--- src/rtl/gcore_pkg.sv ---
// Shared definitions for the gcore execution controller: opcodes, FSM
// encoding, instruction field positions and field extraction helpers.
package gcore_pkg;

   localparam int XLEN    = 8;
   localparam int NREGS   = 8;
   localparam int REG_AW  = 3;
   localparam int INSTR_W = 16;

   // Instruction field positions (LSB of each 3-bit field).
   localparam int OP_LSB   = 13;
   localparam int RSVD_BIT = 12;
   localparam int RD_LSB   = 9;
   localparam int RS_LSB   = 6;
   localparam int RT_LSB   = 3;
   localparam int OFF_LSB  = 0;

   typedef enum logic [2:0] {
      OP_ADD = 3'b000,
      OP_SUB = 3'b001,
      OP_AND = 3'b010,
      OP_OR  = 3'b011,
      OP_XOR = 3'b100,
      OP_ILL = 3'b101,
      OP_SLT = 3'b110,
      OP_BZ  = 3'b111
   } op_e;

   typedef enum logic [1:0] {
      S_FETCH  = 2'b00,
      S_DECODE = 2'b01,
      S_EXEC   = 2'b10,
      S_WB     = 2'b11
   } state_e;

   function automatic op_e f_op(input logic [INSTR_W-1:0] i);
      return op_e'(i[OP_LSB +: 3]);
   endfunction

   function automatic logic [REG_AW-1:0] f_rd(input logic [INSTR_W-1:0] i);
      return i[RD_LSB +: REG_AW];
   endfunction

   function automatic logic [REG_AW-1:0] f_rs(input logic [INSTR_W-1:0] i);
      return i[RS_LSB +: REG_AW];
   endfunction

   function automatic logic [REG_AW-1:0] f_rt(input logic [INSTR_W-1:0] i);
      return i[RT_LSB +: REG_AW];
   endfunction

   // BZ offset is split across the rd slot (high bits) and the low 3 bits.
   function automatic logic [XLEN-1:0] bz_offset(input logic [INSTR_W-1:0] i);
      logic [5:0] off;
      off = {i[RD_LSB +: 3], i[OFF_LSB +: 3]};
      return {{(XLEN-6){off[5]}}, off};
   endfunction

endpackage

--- src/rtl/regfile.sv ---
// 8 x 8 register file: two combinational read ports, one synchronous write
// port, r0 hard-wired to zero.
module regfile
   import gcore_pkg::*;
(
   input  logic              clk,
   input  logic              rst,
   input  logic [REG_AW-1:0] ra1,
   output logic [XLEN-1:0]   rd1,
   input  logic [REG_AW-1:0] ra2,
   output logic [XLEN-1:0]   rd2,
   input  logic              we,
   input  logic [REG_AW-1:0] wa,
   input  logic [XLEN-1:0]   wd
);

   logic [XLEN-1:0] mem [NREGS];

   // NOTE: this array is reset deliberately (architectural state must read
   // zero after reset), so it maps to flops rather than a RAM macro.
   always_ff @(posedge clk) begin
      if (rst) begin
         mem <= '{default: '0};
      end else if (we && wa != '0) begin
         mem[wa] <= wd;
      end
   end

   assign rd1 = (ra1 == '0) ? '0 : mem[ra1];
   assign rd2 = (ra2 == '0) ? '0 : mem[ra2];

endmodule

--- src/rtl/exec_ctrl.sv ---
// Non-pipelined FETCH/DECODE/EXEC/WB controller. Drives an external ALU
// through ports and owns the pc, instruction register and register file.
module exec_ctrl
   import gcore_pkg::*;
(
   input  logic               clk,
   input  logic               rst,
   input  logic               run,
   output logic               imem_req,
   output logic [XLEN-1:0]    imem_addr,
   input  logic               imem_ack,
   input  logic [INSTR_W-1:0] imem_rdata,
   output logic [2:0]         alu_op,
   output logic [XLEN-1:0]    alu_a,
   output logic [XLEN-1:0]    alu_b,
   input  logic [XLEN-1:0]    alu_ans,
   input  logic               alu_zero,
   output logic [XLEN-1:0]    pc,
   output logic               wb_en,
   output logic [REG_AW-1:0]  wb_addr,
   output logic [XLEN-1:0]    wb_data,
   output logic               illegal
);

   state_e               state;
   state_e               state_nxt;
   logic [INSTR_W-1:0]   ir;
   logic [XLEN-1:0]      ans_q;
   logic                 zero_q;
   logic [XLEN-1:0]      rs_val;
   logic [XLEN-1:0]      rt_val;
   op_e                  op;
   logic [REG_AW-1:0]    rd;
   logic                 fetch_hs;
   logic                 unused_rsvd;

   assign op          = f_op(ir);
   assign rd          = f_rd(ir);
   assign fetch_hs    = imem_req & imem_ack;
   assign imem_addr   = pc;
   assign unused_rsvd = ir[RSVD_BIT];

   // NOTE: sequential state uses non-blocking assignments so every flop
   // samples pre-edge values regardless of process ordering.
   always_ff @(posedge clk) begin
      if (rst) state <= S_FETCH;
      else     state <= state_nxt;
   end

   // NOTE: defaults first so no path leaves a comb output unassigned,
   // which would otherwise infer a latch.
   always_comb begin
      state_nxt = state;
      case (state)
         S_FETCH:  if (fetch_hs) state_nxt = S_DECODE;
         S_DECODE: state_nxt = (op == OP_ILL) ? S_FETCH : S_EXEC;
         S_EXEC:   state_nxt = S_WB;
         S_WB:     state_nxt = S_FETCH;
         default:  state_nxt = S_FETCH;
      endcase
   end

   // Reset masks the strobes so a WB cycle cut short by rst never writes.
   always_comb begin
      imem_req = 1'b0;
      wb_en    = 1'b0;
      wb_addr  = '0;
      wb_data  = '0;
      case (state)
         S_FETCH: imem_req = run & ~rst;
         S_WB: begin
            if (!rst && op != OP_BZ && rd != '0) begin
               wb_en   = 1'b1;
               wb_addr = rd;
               wb_data = ans_q;
            end
         end
         default: ;
      endcase
   end

   always_ff @(posedge clk) begin
      if (rst) begin
         pc      <= '0;
         ir      <= '0;
         alu_op  <= OP_ADD;
         alu_a   <= '0;
         alu_b   <= '0;
         ans_q   <= '0;
         zero_q  <= 1'b0;
         illegal <= 1'b0;
      end else begin
         case (state)
            S_FETCH: if (fetch_hs) ir <= imem_rdata;
            S_DECODE: begin
               alu_op <= op;
               alu_a  <= rs_val;
               alu_b  <= rt_val;
               if (op == OP_ILL) begin
                  illegal <= 1'b1;
                  pc      <= pc + 8'd1;
               end
            end
            S_EXEC: begin
               ans_q  <= alu_ans;
               zero_q <= alu_zero;
            end
            S_WB: pc <= (op == OP_BZ && zero_q) ? pc + 8'd1 + bz_offset(ir)
                                                : pc + 8'd1;
            default: ;
         endcase
      end
   end

   regfile u_regfile (
      .clk (clk),
      .rst (rst),
      .ra1 (f_rs(ir)),
      .rd1 (rs_val),
      .ra2 (f_rt(ir)),
      .rd2 (rt_val),
      .we  (wb_en),
      .wa  (wb_addr),
      .wd  (wb_data)
   );

endmodule

--- config.mk ---
export PLATFORM = sky130hd
export DESIGN_NAME = exec_ctrl
export DESIGN_NICKNAME = d
export VERILOG_FILES = /design/src/rtl/gcore_pkg.sv /design/src/rtl/regfile.sv /design/src/rtl/exec_ctrl.sv
export SDC_FILE = /design/constraint.sdc
export NUM_CORES = 1
export LEC_CHECK = 0
export BUFFER_PORTS_ARGS = -buffer_cell sky130_fd_sc_hd__buf_2
export CORE_ASPECT_RATIO = 1.1
export CORE_UTILIZATION = 30
export DETAILED_ROUTE_END_ITERATION = 10
export GPL_TIMING_DRIVEN = 1
export HOLD_SLACK_MARGIN = 0.08
export PLACE_DENSITY = 0.45
export SYNTH_ARGS = -nofsm -noshare
export SYNTH_HDL_FRONTEND = slang
export SYNTH_SLANG_ARGS = --single-unit
--- constraint.sdc ---
create_clock -name clk -period 2.4 [get_ports clk]
set_input_delay 0.36 -clock clk [delete_from_list [all_inputs] [get_ports clk]]
set_output_delay 0.36 -clock clk [all_outputs]
set_load 0.05 [all_outputs]
* After elaboration in Yosys (flattened, before gate mapping) *
Index checks and enable logic that the tools add are counted.

storage, ports and cells
  flip-flop bits (word level) = 119
  input bits = 29
  logic and storage cells = 76
  output and inout bits = 49

operators by class
  eq/ne operators = 8
  bitwise logic cells = 6
  magnitude comparators = 4
  multiplexer cells = 24
  $add $sub $neg = 2
  reductions and logical operators = 15

operator list
  cell                                                                          count
  8-bit two-way mux                                                             11
  64-bit bitwise mux                                                            1
  8-bit binary-select mux with 3-bit select                                     2
  8-bit demux with 3-bit select                                                 1
  8-bit one-hot mux with 2 select lines                                         1
  4-bit greater-or-equal comparator, second input constant                      3
  3-bit NOT with 4-bit output                                                   3
  8-bit by 1-bit adder with 8-bit output, second input constant                 1
  8-bit adder                                                                   1
  2-bit one-hot mux with 4 select lines                                         1
  3-bit equality test, second input constant                                    2
  3-bit logical NOT                                                             2
  3-bit two-way mux                                                             2
  2-bit AND reduction                                                           3
  3-bit nonzero test                                                            2
  1-bit logical AND                                                             5
  2-bit equality test, second input constant                                    2
  4-bit by 1-bit less-than comparator with 1-bit output, second input constant  1
  2-bit two-way mux                                                             2
  2-bit inequality test, second input constant                                  2
  1-bit two-way mux                                                             3
  3-bit inequality test, second input constant                                  1
  1-bit AND                                                                     2
  2-bit by 1-bit equality test with 1-bit output, second input constant         1
  4 further kinds                                                               4

* Logic depth before layout (Yosys ltp) *
  word-level depth = 11
  gate-level depth with buffers = 9
  depth with buffers taken out = 9

* Modules after synthesis *
Synthesis repeated with hierarchy kept, for this count alone.

unflattened totals
  cells, all modules = 657
  area total of the unflattened synthesis = 5,719.2 um2

by module, submodules not included
  module     cells an instance  instances  area an instance (um2)  seq. area each (um2)
  regfile    331                1          3,139.3                 1,121.1
  exec_ctrl  326                1          2,580.0                 1,081.0

* Least setup slack after synthesis *
Ideal clock, no wire load.

  kind = register -> output
  from = register ir[14]
  to = output wb_data[0]
  stages on the path, launching flop included = 6
  required time = 2.040 ns
  path slack = -1.019 ns
  buffers on the path = 2
  arrival time = 3.059 ns
  cells stage by stage = dfxtp_1 > and3_1 > buf_2 > nor4_1 > and2_1 > buf_2

on the way
  longest elaborated chain between the ends = 5

RTL lines
  element                          RTL line         RTL
  start: declaration               exec_ctrl.sv:27  logic [INSTR_W-1:0] ir;
  start signal: assignment         exec_ctrl.sv:94  S_FETCH: if (fetch_hs) ir <= imem_rdata;
  3-bit inequality test            exec_ctrl.sv:72  if (!rst && op != OP_BZ && rd != '0) begin
  1-bit logical AND (2 in series)  exec_ctrl.sv:72
  8-bit two-way mux                exec_ctrl.sv:72
  8-bit two-way mux                exec_ctrl.sv:69  case (state)
  end: declaration                 exec_ctrl.sv:21  output logic [XLEN-1:0] wb_data,

No other way between the ends.

* Worst setup path in the final report *
  from = register ir[14]
  to = output wb_data[1]

Same word-level chain as after synthesis.

==> summary.md <==
| Metric | Value |
|---|---|
| FF+latch area | about 2200 um2 |
| Final worst slack | 0.09266 ns |
| Area of the multi-input gates | roughly 3100 um2 |
| First-pass GRT wire length | 24650 um |
| Layout Cell Area excl Fill | around 6600 um2 |
| Post-synthesis cell type count | 49 |
| Core footprint | 17870 um2 |
| Clk Latency, worst-skew pair | between 0.3 and 0.4 ns |
| Pre-CTS setup slack | -0.06162 ns |
| Starting Density | a little over 30% |
| Area of the mapped netlist | approximately 5500 um2 |
| Syn_area_per_cell | 8.739 um2 |
| Clock skew | approximately 0.0057 ns |
| Tmin final | between 2 and 2.5 ns |
| Share of layout cells above drive strength 1 | 26.07% |
| Residual DRC count | 0 |
| Row cnt | about 50 |
| RSZ-0062 raised after global routing | false |
| Clock-pin transition on the worst setup and hold timing paths | approximately 0.070 ns |
| Final hold vios | 0 |
| Synth Flop Type | dfxtp_1 |
| Post-synth top area share | about 40% |
| Final Setup Violations | 0 |
| Critical Path RT | a little over 2 ns |
| DR pass1 iterations | 4 |
| CTS tree | built |
| TNS Setup | 0 ns |
| Commonest cells after routing, fill and taps aside | nand2_1, dfxtp_1, buf_2 |
| Top post-synthesis cells by area | dfxtp_1, mux2i_1, nand2_1, mux4_2, a21oi_1 |
| Root buf cell | clkbuf_16 |
| CTS sink cnt | 110 |
| Total gr overflow | 0 |
| Int Power | between 2 and 3 mW |
| GRT Total Usage | ~17% |
| Period utilization | 96.14% |
| DR iter-0 viols | ~310 |
| Least-Margin Pin Slew | approximately 1.2 ns |
| Mapped Nets | roughly 670 |
| Drt wl/cell | 16.44 um |
| CTS Buffer Depth | 2 |
| Vias per cell | about 5.0 |
| Pwr dens | around 560 nW/um2 |
| Crit start category | register |
| Hold crit path type | input port to register |
| Switching share of power | 24.20% |
| CTS H-tree depth | 3 |
| Largest area contributor in the netlist | dfxtp_1 |
| Ys async rst share | 0% |
| Post-synth EDFFs | 0 |
| Crit path max fanout | 9 |
| Worst path arrival time | about 2 ns |
| Leak | roughly 2.7 nW |
| Leading cell type in the layout, fill and taps excluded | nand2_1 |
| Max-Slew Margin vs Limit | a little over a fifth |
| Max cap viols | 0 |
| Sw Pwr | about 890 uW |
| Num CTS Buffers | 9 |
| CP Class | register to primary output |
| Seq pwr share | roughly 50% |
| Total number of vias | 4637 |
| Inserted Diodes | 0 |
| Synth warn | 0 |
| Number of global-route vias before repair | 4515 |
| # nets final | approximately 730 |
| Post CTS Setup Buffer Count | 0 |
| # IOs | 78 |
| Slew Viols, Final | 0 |
| Largest net degree at the start of global routing | 111 |
| Area growth, synth to finish | 18.55% |
| Peak supply drop | ~0.34 mV |
| Flops & latches, synth | 110 |
| Placed Area | ~6200 um2 |
| Residual antenna-violating net count after detailed routing | 0 |
| Power share of the clock group | approximately 43% |
| PortBufs | 76 |
| Worst hold slack | around 0.23 ns |
| Register area share after synthesis | around 40% |
| Power share of the combinational group | around 5.9% |
| Status | finished, final reports clean |
| Die Wd | 131.5 um |
| Dpl hpwl | ~11000 um |
| Die footprint | 18990 um2 |
| Initial antenna violation count | 0 |
| Tot Pwr | ~3.7 mW |
| Final wirelength | approximately 15000 um |
| GP Congestion | 0.8331 |
| Height of the chip | 144.4 um |
| Fmax | approximately 0.43 GHz |
| Post-synthesis cell count | around 630 |
| Crit. End Element | primary output |
| Filler cell count | ~1.9k |
power by group through the flow:
stage | Combinational, mW | Sequential (mW) | Clock, mW
finish | 0.215 | 1.87 | 1.59
global route | 0.238 | 1.87 | 1.72
CTS | 0.218 | 1.87 | 1.64
detailed placement | 0.217 | 1.91 | 0
global placement | 0.214 | 1.91 | 0
floorplan | 0.142 | 1.90 | 0
area by class of cell:
type | instances | share of cell area [%]
Inverter | 2 | 0.1145
Timing Repair Buffer | 113 | 10.19
Tap cell | 238 | 4.541
Multi-Input combinational cell | 457 | 46.73
Clock inverter | 5 | 0.8586
Sequential cell | 110 | 33.71
Clock buffer | 11 | 3.854
registers in the layout, indices dropped and copies added (netlist names), named ones only:
signal	cells
u_regfile.mem	56
ir	15
alu_a	8
alu_b	8
ans_q	8
imem_addr	8
alu_op	3
illegal	1
state	1
zero_q	1
cell families after synthesis:
group / synth area share, %
mux: 18.41
xor+xnor: 1.425
flops: 39.81
fa+ha+maj: 2.398
compound gates: 12.55
buf+inv: 5.949
simple gates: 19.45
final timing paths:
path / start / endpoint / slack, ns / cells after the start
setup / recovery: ir[14]$_SDFFE_PP0P_ / wb_data[1] / 0.09 / 5
hold / removal: imem_rdata[10] / ir[10]$_SDFFE_PP0P_ / 0.23 / 3
setup reg to reg: imem_addr[1]$_SDFFE_PP0P_ / imem_addr[7]$_SDFFE_PP0P_ / 0.16 / 8
hold reg to reg: alu_a[1]$_SDFFE_PP0P_ / alu_a[1]$_SDFFE_PP0P_ / 0.45 / 2
Yosys cell counts, drive strengths merged, types with 2 or more instances:
library cell	count
nor4b	3
nand2	117
a31oi	3
and3	4
and2	14
clkbuf	30
a211o	3
ha	9
dfxtp	110
nand3b	2
nor2b	5
o211ai	3
o21a	2
or3	3
mux4	16
a22oi	16
buf	33
nand4	2
o21ai	23
xor2	3
a211oi	3
a311oi	3
nand3	16
inv	2
nand2b	3
mux2i	50
mux2	14
a21oi	57
nor2	62
a21o	2
xnor2	6
nor3	4
routing by layer:
layer / global-route usage, % / part of all wire [%]
met1: 22.48 / 49
met2: 26.32 / 45
met3: 2.804 / 4.4
met4: 7.099 / 1.9
met5: 0 / 0
worst max-delay path, stage by stage, from the launching register on:
cell and delay [ns]:
dfxtp_1 0.34, and3_2 0.29, nor4_4 0.26, buf_4 0.21, and2_1 0.22, clkbuf_4 0.26
through the flow:
step	util [%]	cells
global placement	34.74	920
detailed placement	34.74	920
floorplan	-	633
finish	36.70	936
CTS	36.51	936
global route	36.70	936
repair_timing:
item | 4_1_cts | 5_1_grt
hold buffers | 0 | 0
gates cloned | 0 | 0
hold endpoints to repair | 0 | 0
resized for setup | 2 | 12
setup endpoints to repair | 2 | 6
Power figures use the tool's default switching activity.
